<file path="src/rtl/regfile_stream_if.sv">
// regfile_stream_if: write, read and scan signal bundle for regfile_stream
interface regfile_stream_if #(
  parameter int WIDTH = 4,
  parameter int DEPTH = 4
);
  localparam int AW = (DEPTH > 2) ? $clog2(DEPTH) : 1;
  logic             ena;
  logic             wr_en;
  logic [AW-1:0]    wr_addr;
  logic [WIDTH-1:0] wr_data;
  logic [AW-1:0]    rd_addr;
  logic [WIDTH-1:0] rd_data;
  logic             scan_start;
  logic             scan_busy;
  logic             scan_valid;
  logic [AW-1:0]    scan_addr;
  logic [WIDTH-1:0] scan_data;
  modport master (
    output ena, wr_en, wr_addr, wr_data, rd_addr, scan_start,
    input  rd_data, scan_busy, scan_valid, scan_addr, scan_data
  );
  modport slave (
    input  ena, wr_en, wr_addr, wr_data, rd_addr, scan_start,
    output rd_data, scan_busy, scan_valid, scan_addr, scan_data
  );
endinterface

</file>
<file path="src/rtl/regfile_stream.sv">
// regfile_stream: register bank with one write port, a registered read port and a full-bank scan streamer; define REGFILE_BYPASS_EN for write-first forwarding
module regfile_stream #(
  parameter int WIDTH = 4,
  parameter int DEPTH = 4
) (
  input logic             clk,
  input logic             rst_n,
  regfile_stream_if.slave bus
);
  localparam int AW = (DEPTH > 2) ? $clog2(DEPTH) : 1;
  localparam logic [AW:0]   DEPTH_W = (AW+1)'(DEPTH);
  localparam logic [AW-1:0] LAST    = AW'(DEPTH - 1);
  typedef enum logic {IDLE, SCAN} state_t;
  state_t           state_q, state_d;
  logic [AW-1:0]    ptr_q, ptr_d;
  logic [AW-1:0]    scan_addr_q, scan_addr_d;
  logic             scan_valid_q, scan_valid_d;
  logic [WIDTH-1:0] scan_data_q, scan_data_d;
  logic [WIDTH-1:0] rd_q, rd_d;
  logic [WIDTH-1:0] scan_rd;
  logic [WIDTH-1:0] mem_q [DEPTH];
  logic             wr_hit;
  assign wr_hit = bus.ena && bus.wr_en && ({1'b0, bus.wr_addr} < DEPTH_W);
  // storage: out-of-range write addresses never reach the array
  always_ff @(posedge clk or negedge rst_n) begin
    if (!rst_n) for (int k = 0; k < DEPTH; k++) mem_q[k] <= '0;
    else if (wr_hit) mem_q[bus.wr_addr] <= bus.wr_data;
  end
  // array reads for both ports; the forwarding mux exists only in bypass builds
  always_comb begin
    rd_d    = ({1'b0, bus.rd_addr} < DEPTH_W) ? mem_q[bus.rd_addr] : '0;
    scan_rd = mem_q[ptr_q];
`ifdef REGFILE_BYPASS_EN
    rd_d    = (wr_hit && bus.wr_addr == bus.rd_addr) ? bus.wr_data : rd_d;
    scan_rd = (wr_hit && bus.wr_addr == ptr_q) ? bus.wr_data : scan_rd;
`else
`endif
  end
  // scan sequencing: ptr wraps explicitly at DEPTH-1; everything holds while ena is low
  always_comb begin
    state_d      = state_q;
    ptr_d        = ptr_q;
    scan_valid_d = scan_valid_q;
    scan_addr_d  = scan_addr_q;
    scan_data_d  = scan_data_q;
    if (bus.ena && state_q == IDLE) begin
      scan_valid_d = 1'b0;
      state_d      = bus.scan_start ? SCAN : IDLE;
      ptr_d        = '0;
    end else if (bus.ena) begin
      scan_valid_d = 1'b1;
      scan_addr_d  = ptr_q;
      scan_data_d  = scan_rd;
      state_d      = (ptr_q == LAST) ? IDLE : SCAN;
      ptr_d        = (ptr_q == LAST) ? '0 : ptr_q + 1'b1;
    end
  end
  // state, scan output and read data registers
  always_ff @(posedge clk or negedge rst_n) begin
    if (!rst_n) begin
      state_q      <= IDLE;
      ptr_q        <= '0;
      scan_valid_q <= 1'b0;
      scan_addr_q  <= '0;
      scan_data_q  <= '0;
      rd_q         <= '0;
    end else begin
      state_q      <= state_d;
      ptr_q        <= ptr_d;
      scan_valid_q <= scan_valid_d;
      scan_addr_q  <= scan_addr_d;
      scan_data_q  <= scan_data_d;
      if (bus.ena) rd_q <= rd_d;
    end
  end
  assign bus.rd_data    = rd_q;
  assign bus.scan_busy  = (state_q == SCAN);
  assign bus.scan_valid = scan_valid_q;
  assign bus.scan_addr  = scan_addr_q;
  assign bus.scan_data  = scan_data_q;
endmodule

</file>
<file path="src/flat_wrapper.sv">
// flat-port wrapper written by rule: the top's interface ports become plain ports
module regfile_stream_flat 
#(
  parameter int WIDTH = 4,
  parameter int DEPTH = 4
)
  (clk, rst_n, bus_ena, bus_wr_en, bus_wr_addr, bus_wr_data, bus_rd_addr, bus_scan_start, bus_rd_data, bus_scan_busy, bus_scan_valid, bus_scan_addr, bus_scan_data);
  regfile_stream_if #(.WIDTH(WIDTH), .DEPTH(DEPTH)) bus_i ();
  input logic clk;
  input logic rst_n;
  input wire logic [$bits(bus_i.ena)-1:0] bus_ena;
  input wire logic [$bits(bus_i.wr_en)-1:0] bus_wr_en;
  input wire logic [$bits(bus_i.wr_addr)-1:0] bus_wr_addr;
  input wire logic [$bits(bus_i.wr_data)-1:0] bus_wr_data;
  input wire logic [$bits(bus_i.rd_addr)-1:0] bus_rd_addr;
  input wire logic [$bits(bus_i.scan_start)-1:0] bus_scan_start;
  output wire logic [$bits(bus_i.rd_data)-1:0] bus_rd_data;
  output wire logic [$bits(bus_i.scan_busy)-1:0] bus_scan_busy;
  output wire logic [$bits(bus_i.scan_valid)-1:0] bus_scan_valid;
  output wire logic [$bits(bus_i.scan_addr)-1:0] bus_scan_addr;
  output wire logic [$bits(bus_i.scan_data)-1:0] bus_scan_data;
  assign bus_i.ena = bus_ena;
  assign bus_i.wr_en = bus_wr_en;
  assign bus_i.wr_addr = bus_wr_addr;
  assign bus_i.wr_data = bus_wr_data;
  assign bus_i.rd_addr = bus_rd_addr;
  assign bus_i.scan_start = bus_scan_start;
  assign bus_rd_data = bus_i.rd_data;
  assign bus_scan_busy = bus_i.scan_busy;
  assign bus_scan_valid = bus_i.scan_valid;
  assign bus_scan_addr = bus_i.scan_addr;
  assign bus_scan_data = bus_i.scan_data;
  regfile_stream #(.WIDTH(WIDTH), .DEPTH(DEPTH)) u_core (.clk(clk), .rst_n(rst_n), .bus(bus_i));
endmodule
</file>
<file path="config.mk">
export PLATFORM = sky130hd
export DESIGN_NAME = regfile_stream_flat
export DESIGN_NICKNAME = d
export VERILOG_FILES = /design/src/rtl/regfile_stream_if.sv /design/src/rtl/regfile_stream.sv /design/src/flat_wrapper.sv
export SDC_FILE = /design/constraint.sdc
export NUM_CORES = 1
export LEC_CHECK = 0
export ABC_AREA = 1
export BUFFER_PORTS_ARGS = -buffer_cell sky130_fd_sc_hd__buf_4
export CAP_MARGIN = 10
export CORE_MARGIN = 3
export CORE_UTILIZATION = 62
export CTS_BUF_LIST = sky130_fd_sc_hd__clkbuf_8
export DETAILED_ROUTE_END_ITERATION = 10
export PLACE_DENSITY = 0.95
export SLEW_MARGIN = 20
export SYNTH_ARGS = -nofsm -noshare
export SYNTH_HDL_FRONTEND = slang
export SYNTH_SLANG_ARGS = --single-unit
</file>
<file path="constraint.sdc">
create_clock -name clk -period 2.7 [get_ports clk]
set_input_delay 0.27 -clock clk [delete_from_list [all_inputs] [get_ports clk]]
set_output_delay 0.27 -clock clk [all_outputs]
set_load 0.005 [all_outputs]
</file>
Word level (Yosys, flattened, before mapping)
Index checks and enable logic that the tools add are counted.
Word-level totals
  output and inout bits: 12
  register bits: 30
  word-level logic and storage cells: 44
  input bits: 13
Cells by class
  multiplexer cells: 18
  reduce and logical (&&, ||, !) cells: 5
  $add $sub $neg: 1
  magnitude comparators: 4
  eq/ne operators: 1
  bitwise gates (word level): 5
Operators with widths (number)
  2-to-1 mux 4 bit: 5
  binary-select mux 4 bit (select 2 bit): 2
  bitwise mux 16 bit: 1
  greater-or-equal comparator 3 bit (second input constant): 3
  inverter 2 -> 3 bit: 3
  demux 4 bit (select 2 bit): 1
  2-to-1 mux 1 bit: 6
  2-to-1 mux 2 bit: 3
  logical AND 1 bit: 3
  < comparator 3 x 1 -> 1 bit (second input constant): 1
  adder 2 x 1 -> 2 bit (second input constant): 1
  equality test 2 bit (second input constant): 1
  inverter 1 bit: 2
  AND reduction 2 bit: 1
  nonzero test 2 bit: 1

Depth between registers and ports, before layout
  word-level depth: 6
  gate-level depth with buffers: 7
  gate-level depth less buffers: 6

Worst setup path before layout
No wires, ideal clock.
  path type: register to register
  start point: reg u_core.ptr_q[0]
  end point: reg u_core.scan_data_q[2] (netlist: u_core.bus.scan_data[2])
  setup time: 0.130 ns
  slack: 1.754 ns
  required time: 2.570 ns
  stages on the path, launching flop included: 4
  clock period less this slack: 0.946 ns
  buffers on the path: 1
  arrival: 0.816 ns
  path through: dfrtp_1 buf_4 o211ai_1 nand3_1
Between the ends
  longest elaborated chain between the ends: 4
Ends and longest elaborated chain
  start: declaration: line regfile_stream.sv:15  | logic [AW-1:0] ptr_q, ptr_d;
  start signal: assignment: line regfile_stream.sv:69  | ptr_q <= ptr_d;
  inverter 2 -> 3 bit (implied by the code): line regfile_stream.sv:32  | scan_rd = mem_q[ptr_q];
  binary-select mux 4 bit (select 2 bit): line regfile_stream.sv:32
  2-to-1 mux 4 bit (implied by the code) (2 in series): line regfile_stream.sv:32
  end signal: assignment: line regfile_stream.sv:72  | scan_data_q <= scan_data_d;
  end: declaration: line regfile_stream.sv:18  | logic [WIDTH-1:0] scan_data_q, scan_data_d;
Every way passes these cells. The select of a mux whose other input is x is not followed.
A chain may end at the register's enable or synchronous reset.

Final worst setup path
  start point: reg u_core.ptr_q[0]
  end point: reg u_core.ptr_q[1]
Between the ends
  longest elaborated chain between the ends: 4
  elaborated cells between the ends (all ways): 5
  those cells by class: 1 x add/sub; 1 x eq/ne; 3 x mux
Ends and longest elaborated chain
  adder 2 x 1 -> 2 bit or equality test 2 bit (tied branches): line regfile_stream.sv:55  | ptr_d = (ptr_q == LAST) ? '0 : ptr_q + 1'b1;
  2-to-1 mux 2 bit *: line regfile_stream.sv:55
  2-to-1 mux 2 bit *: line regfile_stream.sv:50  | end else if (bus.ena) begin
  2-to-1 mux 2 bit *: line regfile_stream.sv:46  | if (bus.ena && state_q == IDLE) begin
Mark *: on every way between the ends. The rest lies on a longest branch, timed or not. The select of a mux whose other input is x is not followed.

==> flow_summary.yaml <==
final_layout:
  fill_cells: 142
  diodes: 0
  fin_nets: 229
  final_layout_size_suffix_gt1_frac: 0.194
  seqCellArea_sq_um: 751
  multiInputGateArea_sq_um: 591
  instances_no_fill: 244
  area_growth_pct: 20.8
sta:
  hold_violations: 0
  finalCriticalPeriod_ps: 1190
  slew_viol_final: 0
  tns_ps: 0
  timing.final.ws_setup_ps: 1510
  timing.fmax_ghz: 0.841
  tightest_slew_ps: 447
  slew_headroom: 0.702
  setup_viol: 0
  rsz0062_at_grt: "no"
  min_period_over_period: 0.440
  clock_skew_ps: 1.88
clock_network:
  h-tree-depth: 2
  cts_tree: "built"
  worstSkewPairLatency_ps: 290
  clkTransAtPathRegs_ps: 60
  cts_buffers: 5
  cts_resized: 0
  cts_hold_buffers: 1
  cts_root_buf: "clkbuf_8"
  cts.sinks: 30
  cts_buffer_depth: 2
  cts_setup_buffers: 0
placed_design:
  hpwl_mm: 2.42
  dp.cells: 235
  gp_congestion: 0.934
  place_ws_ps: 1540
  io_buffers: 24
flow_run:
  drv_cap: 0
global_routing:
  grt_pass1_vias: 1222
  grt.overflow.total: 0
  grt_pass1_wl_mm: 5.11
  grt.total_usage: 0.250
  grt_max_degree: 31
  antenna_found_initial: 0
die:
  initial_core_util: 0.663
  die_h_um: 54.9
  core_region_area_sq_um: 2230
  die_x_um: 54.9
  num_rows: 17
  io_pins: 25
  die_area_sq_um: 3010
logic_synthesis:
  synth_seq_cells: 30
  avgSynthCellArea_sq_um: 7.96
  synth_top_area_share: 0.507
  synthCells: 186
  seq_area_frac_synth: 0.507
  synth_fp_nets: 200
  ys_types: 22
  yosys.area.top_type: "dfrtp_1"
  ys_top_cells_by_area: "dfrtp_1 51%, nand2_1 18%, inv_1 6.8%"
  yosysWarnings: 0
  syn_area_sq_um: 1480
route:
  vias: 1328
  ant_nets: 0
  drt_iter0_markers: 30
  wl_per_cell_um: 13.4
  routed_wl_mm: 3.28
  drc: 0
  drt-pass1-iter-count: 4
  viasPerCell: 5.44
pwr:
  switching_share: 0.332
  power_frac_clock: 0.280
  combPwrFrac: 0.287
  power_leakage_uw: 0.000971
  total_power_uw: 1570
  pwr-share-seq: 0.434
  ir_worst_vdd_uv: 786
  internal_power_uw: 1050
  p_per_area_nw_per_um2: 879
  switching_power_uw: 521
worst_setup_path:
  path_class: "flop to flop"
  worst-path-max-fanout: 16
  crit_path_end_kind: "flop"
  cp_data_required_time_ps: 2860
  worst-endpoint-arrival_ps: 1350
  ff2ff_setup_slack_ps: 1510
  crit_path_start_kind: "flop"
outcome:
  status: "finished, final reports clean"
min_path:
  hp-class: "input pin to flop"
[state kept, by name, summed over array words and instances (netlist names)]
name and cells:
u_core.bus.scan_data 4, u_core.mem_q 16, u_core.ptr_q 2, u_core.bus.scan_busy 1, u_core.bus.rd_data 4, u_core.bus.scan_addr 2
u_core.bus.scan_valid 1
[critical path, cell delays in order, from the launching register on]
cell and delay (ps):
dfrtp_1 610, ha_1 310, nand2_1 60, o21ai_0 80
[cells by family (layout without fill, tap and decap cells)]
group	Yosys count	count (layout)	share of synthesized area
compound gates	27	27	0.101
flops	30	30	0.507
buf+inv	33	63	0.0946
simple gates	95	95	0.290
fa+ha+maj	1	1	0.00844
[layout by cell type (no fill, tap or decap), drive strengths merged, types with 3 or more instances in the layout]
master	count
buf	24
clkbuf	5
clkinv	3
dfrtp	30
inv	29
nand2	74
nand3	16
nor2	4
o211ai	3
o21ai	20
[Yosys cell counts]
| cell | n |
|---|---|
| o21ai_1 | 8 |
| clkinv_2 | 1 |
| dfrtp_1 | 30 |
| o22ai_1 | 1 |
| o21ai_0 | 12 |
| nor2_1 | 3 |
| buf_6 | 1 |
| nor3_4 | 1 |
| buf_4 | 2 |
| inv_1 | 27 |
| nand3_1 | 13 |
| inv_2 | 2 |
| o21a_1 | 1 |
| nand2_4 | 2 |
| nand3_4 | 1 |
| o211ai_1 | 3 |
| a21o_1 | 1 |
| nand3_2 | 2 |
| nand2_1 | 72 |
| a21oi_1 | 1 |
| ha_1 | 1 |
| nor2_2 | 1 |
[through the flow]
stage / hold WS, ps / utilization / cell area (sq um)
2_1_floorplan: -25.6 / - / 1480
3_3_place_gp: 204 / 0.748 / 1670
3_5_place_dp: 210 / 0.748 / 1670
4_1_cts: 194 / 0.801 / 1790
5_1_grt: 212 / 0.801 / 1790
6_report: 200 / 0.801 / 1790
[worst paths after layout]
check / endpoint / depth (start not counted) / start
min: u_core.mem_q[3]$_DFFE_PN0P_ / 3 / bus_wr_data[3]
max reg2reg: u_core.ptr_q[1]$_DFFE_PN0P_ / 3 / u_core.ptr_q[0]$_DFFE_PN0P_
min reg2reg: u_core.bus.rd_data[3]$_DFFE_PN0P_ / 2 / u_core.bus.rd_data[3]$_DFFE_PN0P_
max in group asynchronous: u_core.mem_q[9]$_DFFE_PN0P_ / 2 / rst_n
min in group asynchronous: u_core.bus.scan_busy$_DFFE_PN0P_ / 2 / rst_n
max: u_core.ptr_q[1]$_DFFE_PN0P_ / 3 / u_core.ptr_q[0]$_DFFE_PN0P_
[layout make-up]
type                    instances  area share
multi-input cells             123       0.330
clock buffers                   5      0.0385
repair buffers                 25       0.106
inverters                      30      0.0636
flip-flops and latches         30       0.420
well taps                      28      0.0196
clock inverters                 3      0.0224
[routing by layer]
layer / share of wire / up-vias / wire [um] / global-route usage
li1: - / 638 / - / -
met1: 0.39 / 626 / 1290 / 0.262
met2: 0.51 / 51 / 1670 / 0.429
met3: 0.064 / 13 / 210 / 0.0817
met4: 0.032 / 0 / 104 / 0.149
met5: 0 / - / 0 / 0
[power by group through the flow]
stage	sequential (uW)	clock, uW	combinational [uW]
floorplan	656	0	281
global placement	671	0	419
detailed placement	685	0	444
CTS	677	447	452
global route	694	466	513
finish	682	440	451
Note: power is estimated with default switching activity, not from simulation.
